--- config.mk ---
export PLATFORM = sky130hd
export DESIGN_NAME = conv_issue_sequencer
export DESIGN_NICKNAME = d
export VERILOG_FILES = /design/src/rtl/conv_seq_pkg.sv /design/src/rtl/conv_issue_sequencer_sweep_timer.sv /design/src/rtl/conv_issue_sequencer.sv
export SDC_FILE = /design/constraint.sdc
export NUM_CORES = 1
export LEC_CHECK = 0
export BUFFER_PORTS_ARGS = -buffer_cell sky130_fd_sc_hd__buf_4
export CAP_MARGIN = 40
export CORE_MARGIN = 5
export CORE_UTILIZATION = 53
export CTS_CLUSTER_SIZE = 8
export DETAILED_ROUTE_END_ITERATION = 16
export GPL_TIMING_DRIVEN = 0
export MAX_ROUTING_LAYER = met4
export PLACE_DENSITY_LB_ADDON = 0.15
export SLEW_MARGIN = 20
export SYNTH_ARGS = -nofsm -noshare
export SYNTH_HDL_FRONTEND = slang
export SYNTH_SLANG_ARGS = --single-unit
--- constraint.sdc ---
create_clock -name clk -period 3 [get_ports clk]
set_clock_uncertainty 0.05 [all_clocks]
set_input_delay 0 -clock clk [delete_from_list [all_inputs] [get_ports clk]]
set_output_delay 0 -clock clk [all_outputs]
set_load 0.03 [all_outputs]
--- src/rtl/conv_seq_pkg.sv ---
// Shared types and constants for the convolution issue sequencer.
package conv_seq_pkg;

  localparam int DIM_W              = 8;
  localparam int PAD_W              = 2;
  localparam int STRIDE_W           = 3;
  localparam int FILT_W             = 8;
  localparam int NUM_ALLOCATORS_DEF = 220;

  typedef enum logic [2:0] {
    S_IDLE,
    S_RESET_POS,
    S_WAIT_POOL,
    S_ADVANCE,
    S_SWEEP,
    S_CHECK,
    S_FINISH
  } seq_state_e;

  // A layer is runnable only if it has a size, a step and at least one filter.
  function automatic logic cfg_valid(input logic [DIM_W-1:0]    dim,
                                     input logic [STRIDE_W-1:0] stride,
                                     input logic [FILT_W-1:0]   num_filters);
    return (dim != '0) && (stride != '0) && (num_filters != '0);
  endfunction

endpackage

--- src/rtl/conv_issue_sequencer_sweep_timer.sv ---
// Down-counter that paces one positioner sweep. expired flags the tick that
// brings the count to its terminal value of 1, so the caller can leave on the
// same edge the count lands there.
module sweep_timer #(
  parameter int W = 9
) (
  input  logic         clk,
  input  logic         rst,
  input  logic         load,
  input  logic [W-1:0] value,
  input  logic         tick,
  output logic         expired
);

  logic [W-1:0] count;

  assign expired = tick && (count <= W'(2));

  // Load has priority over tick; the count parks at zero.
  always_ff @(posedge clk) begin
    if (rst) begin
      count <= '0;
    end else if (load) begin
      count <= value;
    end else if (tick && (count != '0)) begin
      count <= count - 1'b1;
    end
  end

endmodule

--- src/rtl/conv_issue_sequencer.sv ---
// Layer-level controller for the issue positioner and its allocator pool.
//
// state     | meaning
// ----------+------------------------------------------------------------
// IDLE      | no layer; positioner held in reset, start accepted here
// RESET_POS | one-cycle positioner reset with the latched config applied
// WAIT_POOL | waiting for the allocator pool to accept a batch
// ADVANCE   | one-cycle advance pulse; sweep timer loaded
// SWEEP     | positioner sweeping, timer counting down
// CHECK     | final sweep cycle; pos_done decides the next step
// FINISH    | one-cycle layer_done pulse
module conv_issue_sequencer
  import conv_seq_pkg::*;
#(
  parameter int NUM_ALLOCATORS = NUM_ALLOCATORS_DEF,
  parameter int SWEEP_W        = 9,
  parameter int BATCH_W        = 16
) (
  input  logic                clk,
  input  logic                rst,
  input  logic                start,
  input  logic                abort,
  input  logic [DIM_W-1:0]    cfg_image_dim,
  input  logic [PAD_W-1:0]    cfg_padding,
  input  logic [STRIDE_W-1:0] cfg_stride,
  input  logic [FILT_W-1:0]   cfg_num_filters,
  input  logic                pool_ready,
  input  logic                pos_done,
  output logic [DIM_W-1:0]    pos_image_dim,
  output logic [PAD_W-1:0]    pos_padding,
  output logic [STRIDE_W-1:0] pos_stride,
  output logic                pos_rst,
  output logic                pos_advance,
  output logic                busy,
  output logic                layer_done,
  output logic                cfg_error,
  output logic [FILT_W-1:0]   filter_index,
  output logic [BATCH_W-1:0]  batch_count
);

  // The positioner sweep is NUM_ALLOCATORS+1 cycles after the advance: the
  // SWEEP state covers all but the last, which is the CHECK cycle.
  localparam logic [SWEEP_W-1:0] SWEEP_LEN = SWEEP_W'(NUM_ALLOCATORS + 1);

  seq_state_e        state;
  logic [FILT_W-1:0] num_filters_q;
  logic              timer_load;
  logic              timer_tick;
  logic              timer_expired;
  logic              cfg_ok;

  assign cfg_ok     = cfg_valid(cfg_image_dim, cfg_stride, cfg_num_filters);
  assign timer_load = (state == S_ADVANCE);
  assign timer_tick = (state == S_SWEEP);

  sweep_timer #(.W(SWEEP_W)) u_sweep_timer (
    .clk     (clk),
    .rst     (rst),
    .load    (timer_load),
    .value   (SWEEP_LEN),
    .tick    (timer_tick),
    .expired (timer_expired)
  );

  // Moore outputs decoded from the registered state.
  assign pos_rst     = (state == S_IDLE) || (state == S_RESET_POS);
  assign pos_advance = (state == S_ADVANCE);
  assign busy        = (state != S_IDLE);
  assign layer_done  = (state == S_FINISH);

  // Sequencer FSM with config latch, filter/batch counters and error pulse.
  always_ff @(posedge clk) begin
    if (rst) begin
      state         <= S_IDLE;
      pos_image_dim <= '0;
      pos_padding   <= '0;
      pos_stride    <= '0;
      num_filters_q <= '0;
      filter_index  <= '0;
      batch_count   <= '0;
      cfg_error     <= 1'b0;
    end else begin
      cfg_error <= 1'b0;
      if (abort && (state != S_IDLE)) begin
        state <= S_IDLE;
      end else begin
        case (state)
          S_IDLE: begin
            if (start) begin
              if (cfg_ok) begin
                pos_image_dim <= cfg_image_dim;
                pos_padding   <= cfg_padding;
                pos_stride    <= cfg_stride;
                num_filters_q <= cfg_num_filters;
                filter_index  <= '0;
                batch_count   <= '0;
                state         <= S_RESET_POS;
              end else begin
                cfg_error <= 1'b1;
              end
            end
          end
          S_RESET_POS: state <= S_WAIT_POOL;
          S_WAIT_POOL: begin
            if (pool_ready) state <= S_ADVANCE;
          end
          S_ADVANCE: begin
            if (batch_count != '1) batch_count <= batch_count + 1'b1;
            state <= S_SWEEP;
          end
          S_SWEEP: begin
            if (timer_expired) state <= S_CHECK;
          end
          S_CHECK: begin
            if (!pos_done) begin
              state <= S_WAIT_POOL;
            end else if (filter_index == num_filters_q - 1'b1) begin
              state <= S_FINISH;
            end else begin
              filter_index <= filter_index + 1'b1;
              state        <= S_RESET_POS;
            end
          end
          S_FINISH: state <= S_IDLE;
          default:  state <= S_IDLE;
        endcase
      end
    end
  end

endmodule

==> summary.md, run 1 <==
| Metric | Value |
|---|---|
| Status | complete, no violations |
| CTS root buffer | clkbuf_8 |
| Clock-pin slew on the worst setup and hold paths | about 70 ps |
| Syn nets | roughly 380 |
| Area leader, netlist | dfxtp_1 |
| Tot GR Track Use | about 26% |
| Routability cong. | about 0.8 |
| DRT Wirelength | roughly 8 mm |
| Crit-path max FO | 6 |
| Met1 wire length | approximately 3.0 mm |
| Hold_buf cts | 26 |
| Post-layout util | approximately three quarters |
| Number of non-filler instances in the completed layout | between 500 and 600 |
| Fillers | about 400 |
| Share of cells above drive strength 1 | between 10% and 20% |
| Pre-antenna DRT Iters | 4 |
| Hpwl dp | a little over 5 mm |
| Post-synthesis compound-gate area fraction | about 14% |
| Least-Margin Pin Slew | around 750 ps |
| Detail Route Antenna Nets | 0 |
| Row Count | 26 |
| Fraction of registers with async set or reset after synthesis | 0% |
| Iteration-0 DRC Markers | roughly 160 |
| Clock Path Buffers | 2 |
| First-pass GRT wire length | around 13 mm |
| Synth area leaders | dfxtp_1 (42%), a21oi_1 (8.3%), nand2_1 (8.1%), xnor2_1 (6.3%), nor2_1 (3.9%) |
| Final Max Slew Viols | 0 |
| Top cell type's share of synthesized area | 41.95% |
| RSZ-0062 raised after global routing | false |
| Crit end category | register |
| Highest metal used | met4 |
| Synthesized cell area | approximately 0.0028 mm² |
| EDFF count, synth | 0 |
| Seq cells post-synth | 58 |
| Ys Warns | 0 |
| Synth Area in XOR/XNOR | 9.177% |
| R2R setup slack | about 290 ps |
| Main combinational cell family by area after synthesis | simple AND/OR/NAND/NOR gates |
| I/O Pins | ~70 |
| # nets final | 482 |
| Port buffer count | between 60 and 70 |
| Leakage | roughly 1.5 nW |
| Combinational power share | between 10% and 20% |
| Critical path data required time | 3230 ps |
| MaxCap Viol Count | 0 |
| Mux share of post-synthesis cell area | less than 1% |
| Top-count cell post-synth | nand2_1 |
| Max Fclk | between 300 and 400 MHz |
| Slowest CP cell | dlygate4sd3_1 |
| Largest net degree at the start of global routing | 11 |
| WL/cell | ~15 µm |
| Post-synthesis adder-cell area fraction | about 2.3% |
| Via count of the routed design | ~2900 |
| Max incr delay on CP | ~600 ps |
| Vias per std cell | 5.472 |
| CTS tree | done |
| Clock power frac | about 40% |
| Clock Latency Late Sink | approximately 340 ps |
| Cell area power density | about 550 mW/mm² |
| Fin. Hold Viols | 0 |
| Slew HR | roughly half |
| CP Cell Sequence | or4_4 -> o221ai_2 -> nand3_1 -> o2111ai_2 -> nand2_1 -> a2111oi_0 -> dlygate4sd3_1 |
| Setup Buffers After CTS | 0 |
| Die width | 82.27 µm |
| Most frequent cells after synthesis | nand2_1 (60), dfxtp_1 (58), a21oi_1 (46) |
| Die Y | 82.27 µm |
| GRT overflow | 0 |
| Arrival time at the worst endpoint | slightly below 3000 ps |
| Switching share of power | between 20% and 30% |
| Setup TNS | 0 ps |
| P&R area growth vs syn | 39.42% |
| Hold crit path type | register to register |
| Final Critical Period | roughly 2700 ps |
| Antenna Cells | 0 |
| DRC violations left | 0 |
| CTS Sinks | slightly below 60 |
| Max VDD drop | between 400 and 500 µV |
| Starting Density | around 55% |
| Internal power | around 0.0015 W |
| Met2 routed wirelength | 4.256 mm |
| Resize count post-CTS | 0 |
| Core area | between 0.005 and 0.006 mm² |
| Antenna violations before repair | 0 |
| Syn avg cell area | ~8 µm² |
| Simple logic cell fraction of the synthesized area | 28.30% |
| Placed insts | 483 |
| Total power | 0.002116 W |
| Leading register cell type out of synthesis | dfxtp_1 |
| CP startpoint kind | register |
| Fin crit share | about nine tenths |
| Synthesized instance count | between 300 and 400 |
| Vias in the first global route | approximately 2800 |
| Die Area | about 0.0068 mm² |
| Sequential power share | between 40% and 50% |
| Final setup violation count | 0 |
| P_sw | between 0.0005 and 0.0006 W |
| Post-synthesis sequential area ratio | about two fifths |
| H-tree depth | 3 |
| Yosys cell types | 41 |
| TritonCTS Buffers | 9 |
| Setup CP Type | register to register |
| Routed wl met3 | 435 µm |
## final timing paths
| kind | depth (start not counted) | from | endpoint |
|---|---|---|---|
| max | 7 | num_filters_q[0] | state[0] |
| min | 2 | pos_image_dim[6] | pos_image_dim[6] |
| max reg2reg | 7 | num_filters_q[0] | state[0] |
| min reg2reg | 2 | pos_image_dim[6] | pos_image_dim[6] |
## layer usage
| metal | global-route usage, % | up-vias |
|---|---|---|
| met5 | - | - |
| met4 | 13.12 | 0 |
| met3 | 7.267 | 23 |
| met2 | 46.15 | 104 |
| met1 | 25.57 | 1326 |
| li1 | - | 1420 |
## flip-flops by register name, indices dropped and copies added, names as in the netlist
signal and flops:
pos_padding 2, filter_index 8, num_filters_q 8, batch_count 16, pos_image_dim 8, cfg_error 1, state 3, u_sweep_timer.count 9
pos_stride 3
## critical path: cells and delay by family (launching register included)
family	cells	cell delay, ps
compound gates	3	860
buf+inv	1	600
flops	1	360
simple gates	3	790
## per-stage QoR
stage / instance area (µm²) / setup WS (ps) / hold slack [ps]
final: 3859 / 290.9 / 407.3
after global routing: 3859 / 143.1 / 399.2
after CTS: 3859 / 369.7 / 382.5
after detailed placement: 3366 / 430.9 / 199.4
after global placement: 3366 / 492.2 / 196.6
after floorplan: 2768 / 782.9 / 39.69
## cell usage in the layout, fill, tap and decap left out, drive strengths merged, types with 2 or more instances in the layout
master,Yosys,routed
a2111oi,2,2
a21oi,47,47
a31oi,2,2
and2,2,2
and3b,2,2
buf,1,69
bufinv,0,3
clkbuf,12,22
clkinv,0,3
dfxtp,58,58
dlygate4sd3,0,26
ha,5,5
inv,10,10
mux2i,2,2
nand2,60,60
nand2b,2,2
nand3,11,11
nand4,6,6
nand4b,2,2
nor2,29,29
nor2b,7,7
nor3,7,7
nor4,13,13
nor4b,2,2
o21ai,10,10
o221ai,2,2
or3,9,9
or4,3,3
xnor2,20,20
xor2,9,9
## power groups by stage
stage          clock [W]  sequential [W]  combinational [W]
6_report        0.000853        0.000847           0.000416
5_1_grt         0.000915        0.000851           0.000450
4_1_cts         0.000871        0.000845           0.000409
3_5_place_dp           0        0.000862           0.000375
3_3_place_gp           0        0.000861           0.000369
2_1_floorplan          0        0.000894           0.000214
## cell type report
type                            count  area, µm²  share of cell area [%]
Multi-Input combinational cell    264       1519                   39.36
Sequential cell                    58       1161                   30.09
Timing Repair Buffer               94      770.7                   19.97
Clock buffer                       10      127.6                   3.307
Clock inverter                      6      105.1                   2.724
Tap cell                           70      87.58                   2.270
Buffer                             13      50.05                   1.297
Inverter                           10      37.54                  0.9728
## kinds of logic (layout without fill, tap and decap cells)
| logic type | Yosys count | count (layout) |
|---|---|---|
| buf+inv | 23 | 133 |
| simple gates | 159 | 159 |
| flops | 58 | 58 |
| compound gates | 69 | 69 |
| mux | 2 | 2 |
| fa+ha+maj | 5 | 5 |
| xor+xnor | 29 | 29 |
Note: power is estimated with default switching activity, not from simulation.
==> run 2: changes to the inputs <==
--- a/config.mk
+++ b/config.mk
@@ -14,6 +14,7 @@
 export GPL_TIMING_DRIVEN = 0
 export MAX_ROUTING_LAYER = met4
 export PLACE_DENSITY_LB_ADDON = 0.15
+export RECOVER_POWER = 100
 export SLEW_MARGIN = 20
 export SYNTH_ARGS = -nofsm -noshare
 export SYNTH_HDL_FRONTEND = slang
==> summary.md, run 2 (synthesized netlist as in run 1, its figures left out) <==
| Metric | Value |
|---|---|
| MaxCap Viol Count | 0 |
| Clock Latency Late Sink | ~340 ps |
| Iteration-0 DRC Markers | 160 |
| Detail Route Antenna Nets | 0 |
| Crit end category | register |
| Max VDD drop | 437.5 µV |
| Setup Buffers After CTS | 0 |
| Fin crit share | between 90% and 100% |
| Vias per std cell | 5.497 |
| Final Critical Period | around 2700 ps |
| Clock-pin slew on the worst setup and hold paths | 70 ps |
| Die Area | approximately 0.0068 mm² |
| Final setup violation count | 0 |
| Fin. Hold Viols | 0 |
| RSZ-0062 raised after global routing | false |
| Starting Density | between 50 and 60% |
| CTS root buffer | clkbuf_8 |
| Area of the multi-input gates | between 0.0015 and 0.002 mm² |
| Pre-antenna DRT Iters | 5 |
| CTS tree | done |
| First-pass GRT wire length | between 10 and 15 mm |
| I/O Pins | just under 70 |
| Leakage | 1.322 nW |
| Tot GR Track Use | 25.88% |
| Antenna violations before repair | 0 |
| Final worst slack | roughly 280 ps |
| Share of cells above drive strength 1 | about a tenth |
| Antenna Cells | 0 |
| Least-Margin Pin Slew | approximately 730 ps |
| CTS Sinks | 58 |
| Crit-path max FO | 6 |
| Vias in the first global route | roughly 2800 |
| DRC violations left | 0 |
| Biggest register | batch_count |
| Die Y | ~82 µm |
| Most frequent cells in the layout | nand2_1 (60), dfxtp_1 (58), clkbuf_1 (56) |
| Die width | around 82 µm |
| Max Fclk | 367.4 MHz |
| Cell area power density | 566.0 mW/mm² |
| DRT Wirelength | 7.984 mm |
| Most common cell after layout, fill and taps aside | nand2_1 |
| Arrival time at the worst endpoint | between 2000 and 3000 ps |
| Hpwl dp | 5.096 mm |
| WL/cell | around 15 µm |
| GRT overflow | 0 |
| Fillers | between 400 and 500 |
| Setup TNS | 0 ps |
| H-tree depth | 3 |
| Largest net degree at the start of global routing | 11 |
| Via count of the routed design | just under 3000 |
| Core area | 0.005075 mm² |
| DP Worst Slack | between 400 and 500 ps |
| Clock Path Buffers | 2 |
| P&R area growth vs syn | 33.41% |
| TritonCTS Buffers | 9 |
| Row Count | 26 |
| Critical path data required time | between 3000 and 4000 ps |
| Status | complete, no violations |
| Final Max Slew Viols | 0 |
| Max reg flops | 16 |
| # nets final | slightly below 500 |
| Slew HR | between 50% and 60% |
| Hold crit path type | register to register |
| Port buffer count | 68 |
| CP startpoint kind | register |
| Routability cong. | around 0.80 |
| Register area | between 0.001 and 0.0015 mm² |
| Largest regs | batch_count (16), u_sweep_timer.count (9) |
| Setup CP Type | register to register |
[run 2: changes by cell type in the layout (fill, tap and decap cells not counted), sizes merged]
| cell | previous run | this run |
|---|---|---|
| clkbuf | 22 | 65 |
| buf | 69 | 26 |
[run 2: layout make-up]
| cell class | instances | share of cell area, % |
|---|---|---|
| buffer | 13 | 1.322 |
| clock buffer | 10 | 3.456 |
| clock inverter | 6 | 2.846 |
| inverter | 10 | 1.017 |
| multi-input combinational | 264 | 40.94 |
| sequential | 58 | 31.45 |
| tap | 70 | 2.372 |
| timing repair buffer | 94 | 16.60 |
[run 2: per-stage QoR]
| stage | instance area, µm² | total power, W | hold WS [ps] | utilization (%) | std cells |
|---|---|---|---|---|---|
| after floorplan | 2768 | 0.001108 | 39.69 | - | 345 |
| after global placement | 3366 | 0.001230 | 196.6 | 66.32 | 483 |
| after detailed placement | 3366 | 0.001237 | 199.4 | 66.32 | 483 |
| after CTS | 3859 | 0.002125 | 382.5 | 76.04 | 525 |
| after global routing | 3692 | 0.002189 | 399.2 | 72.76 | 525 |
| final | 3692 | 0.002090 | 406.4 | 72.76 | 525 |
[run 2: report_power, final]
part           total (W)  leakage (nW)  internal (W)  switching [W]
sequential      0.000846         0.471      0.000807      0.0000388
clock           0.000853         0.120      0.000547       0.000306
combinational   0.000391         0.731      0.000145       0.000246
total            0.00209          1.32       0.00150       0.000590
[run 2: metal layers]
layer,GRT usage (%),share of wire [%],vias to the layer above
met4,13.12,2.9,0
met3,7.267,5.5,24
li1,-,-,1419
met1,25.57,39,1346
met5,-,0,-
met2,46.15,53,97
[run 2: timing repair]
item	4_1_cts	5_1_grt
hold buffers	26	0
endpoints found under the hold margin	26	0
resized for setup	0	0
[run 2: worst paths after layout]
| kind | startpoint | to | slack (ps) | depth (start not counted) |
|---|---|---|---|---|
| setup / recovery | num_filters_q[0] | state[0] | 280 | 7 |
| hold / removal | pos_image_dim[6] | pos_image_dim[6] | 410 | 2 |
| setup reg to reg | num_filters_q[0] | state[0] | 280 | 7 |
| hold reg to reg | pos_image_dim[6] | pos_image_dim[6] | 410 | 2 |
[run 2: critical path, cell delays in order (launching register included)]
cell and delay [ps]:
dfxtp_1 360, or4_1 600, o221ai_2 180, nand3_1 110
o2111ai_2 290, nand2_1 100, a2111oi_0 390, dlygate4sd3_1 600
==> run 3: changes to the inputs <==
--- a/config.mk
+++ b/config.mk
@@ -7,7 +7,7 @@
 export LEC_CHECK = 0
 export BUFFER_PORTS_ARGS = -buffer_cell sky130_fd_sc_hd__buf_4
 export CAP_MARGIN = 40
-export CORE_MARGIN = 5
+export CORE_MARGIN = 1.5
 export CORE_UTILIZATION = 53
 export CTS_CLUSTER_SIZE = 8
 export DETAILED_ROUTE_END_ITERATION = 16
==> summary.md, run 3 (synthesized netlist as in run 1, its figures left out) <==
| Metric | Value |
|---|---|
| Fin crit share | roughly 92% |
| Clock Path Buffers | 2 |
| Max VDD drop | about 300 µV |
| P&R area growth vs syn | 31.69% |
| Resize count post-CTS | 0 |
| Highest metal used | met4 |
| Reg-to-Reg Start | num_filters_q[0] |
| CP Cell Sequence | or4_1 -> o221ai_2 -> nand3_1 -> o2111ai_2 -> nand2_1 -> a2111oi_0 -> dlygate4sd3_1 |
| # nets final | slightly below 500 |
| Pre-antenna DRT Iters | 4 |
| CTS tree | done |
| DRC violations left | 0 |
| Setup TNS | 0 ps |
| R2R setup slack | around 230 ps |
| Setup CP Type | register to register |
| Crit end category | register |
| Critical path data required time | roughly 3200 ps |
| Core area | between 0.005 and 0.006 mm² |
| Top cell family by delay on the critical path | compound AO/OA/AOI/OAI gates |
| Cell area power density | ~530 mW/mm² |
| Detail Route Antenna Nets | 0 |
| Via count of the routed design | 2819 |
| GRT overflow | 0 |
| Vias in the first global route | 2492 |
| DRT Wirelength | roughly 7.1 mm |
| Hold_sp | pos_image_dim[4] |
| Final setup violation count | 0 |
| Die Area | around 0.0057 mm² |
| Arrival time at the worst endpoint | approximately 3000 ps |
| Largest regs | batch_count (16), u_sweep_timer.count (9) |
| TritonCTS Buffers | 9 |
| CTS root buffer | clkbuf_8 |
| Biggest register | batch_count |
| Share of cells above drive strength 1 | under 10% |
| Vias per std cell | ~5.4 |
| Clock-pin slew on the worst setup and hold paths | about 60 ps |
| Crit-path max FO | 6 |
| Final Max Slew Viols | 0 |
| Clock Latency Late Sink | between 300 and 400 ps |
| First-pass GRT wire length | 11.04 mm |
| MaxCap Viol Count | 0 |
| Slowest CP cell | dlygate4sd3_1 |
| Max reg flops | 16 |
| RSZ-0062 raised after global routing | false |
| Antenna violations before repair | 0 |
| Reg2Reg Depth | 7 |
| H-tree depth | 3 |
| Hpwl dp | a little under 5 mm |
| Least-Margin Pin Slew | between 600 and 700 ps |
| Leakage | ~1.3 nW |
| Most frequent cells in the layout | nand2_1 (60), dfxtp_1 (58), clkbuf_1 (57) |
| Max Fclk | 361.2 MHz |
| Crit path buf inv count | 1 |
| WHS Path Cells | 2 |
| Setup Buffers After CTS | 0 |
| Starting Density | roughly 55% |
| Antenna Cells | 0 |
| Iteration-0 DRC Markers | between 100 and 150 |
| Reg-to-reg endpoint | state[0] |
| Status | complete, no violations |
| Met2 routed wirelength | between 3 and 4 mm |
| Post-layout util | around 72% |
| CP startpoint kind | register |
| Met1 wire length | around 3.1 mm |
| Row Count | 26 |
| I/O Pins | 69 |
| Routability cong. | 0.8606 |
| Hold worst-path end | pos_image_dim[4] |
| WL/cell | approximately 14 µm |
| CTS Sinks | just under 60 |
| Slew HR | 57.41% |
| Fin. Hold Viols | 0 |
| Worst path depth | 7 |
| Port buffer count | a little under 70 |
| Most common cell after layout, fill and taps aside | nand2_1 |
| Die Y | roughly 75 µm |
| Final Critical Period | around 2800 ps |
| Routed wl met3 | between 200 and 300 µm |
| Hold crit path type | register to register |
| Largest net degree at the start of global routing | 11 |
| Tot GR Track Use | a little over a quarter |
| Max incr delay on CP | 620 ps |
| Die width | between 70 and 80 µm |
==> run 3: worst min-delay path, stage by stage, from the launching register on <==
cell,delay [ps]
dfxtp_1,310
nand2_1,50
a21oi_1,50
==> run 3: through the flow <==
| step | worst slack [ps] | power [W] | hold WS (ps) | cells | area (µm²) |
|---|---|---|---|---|---|
| 3_5_place_dp | 497.4 | 0.001234 | 200.1 | 483 | 3366 |
| 3_3_place_gp | 560.3 | 0.001227 | 191.2 | 483 | 3366 |
| 5_1_grt | 55.45 | 0.002001 | 426.5 | 524 | 3645 |
| 2_1_floorplan | 782.9 | 0.001108 | 39.69 | 345 | 2768 |
| 4_1_cts | 334.9 | 0.001948 | 388.6 | 524 | 3811 |
| 6_report | 231.4 | 0.001917 | 402.5 | 524 | 3645 |
==> run 3: final cells by class <==
type / count / area (µm²)
Multi-Input combinational cell: 264 / 1511
Fill cell: 439 / 1430
Sequential cell: 58 / 1161
Timing Repair Buffer: 94 / 613.1
Clock buffer: 12 / 145.1
Tap cell: 70 / 87.58
Buffer: 13 / 48.80
Clock inverter: 3 / 40.04
Inverter: 10 / 37.54
==> run 3: repair_timing <==
item | CTS | global route
endpoints found under the setup margin | 0 | 0
hold endpoints to repair | 26 | 0
hold buffers | 26 | 0
==> run 3: power breakdown <==
group	total, W	internal, W	leakage (nW)	switching [W]
Combinational	0.000380	0.000145	0.731	0.000235
Sequential	0.000846	0.000808	0.471	0.0000380
Clock	0.000691	0.000399	0.0962	0.000292
==> run 3: how the worst max path moves through the flow <==
stage,startpoint,endpoint
final,num_filters_q[0],state[0]
after global routing,num_filters_q[0],state[0]
after CTS,num_filters_q[0],state[0]
after detailed placement,state[0],batch_count[15]
after global placement,state[0],batch_count[15]
after floorplan,num_filters_q[0],filter_index[7]
==> run 3: per-layer routing <==
metal | vias up | global-route usage (%)
met4 | 0 | 10.52
met5 | - | -
li1 | 1415 | -
met3 | 18 | 6.961
met1 | 1308 | 29.39
met2 | 78 | 46.31
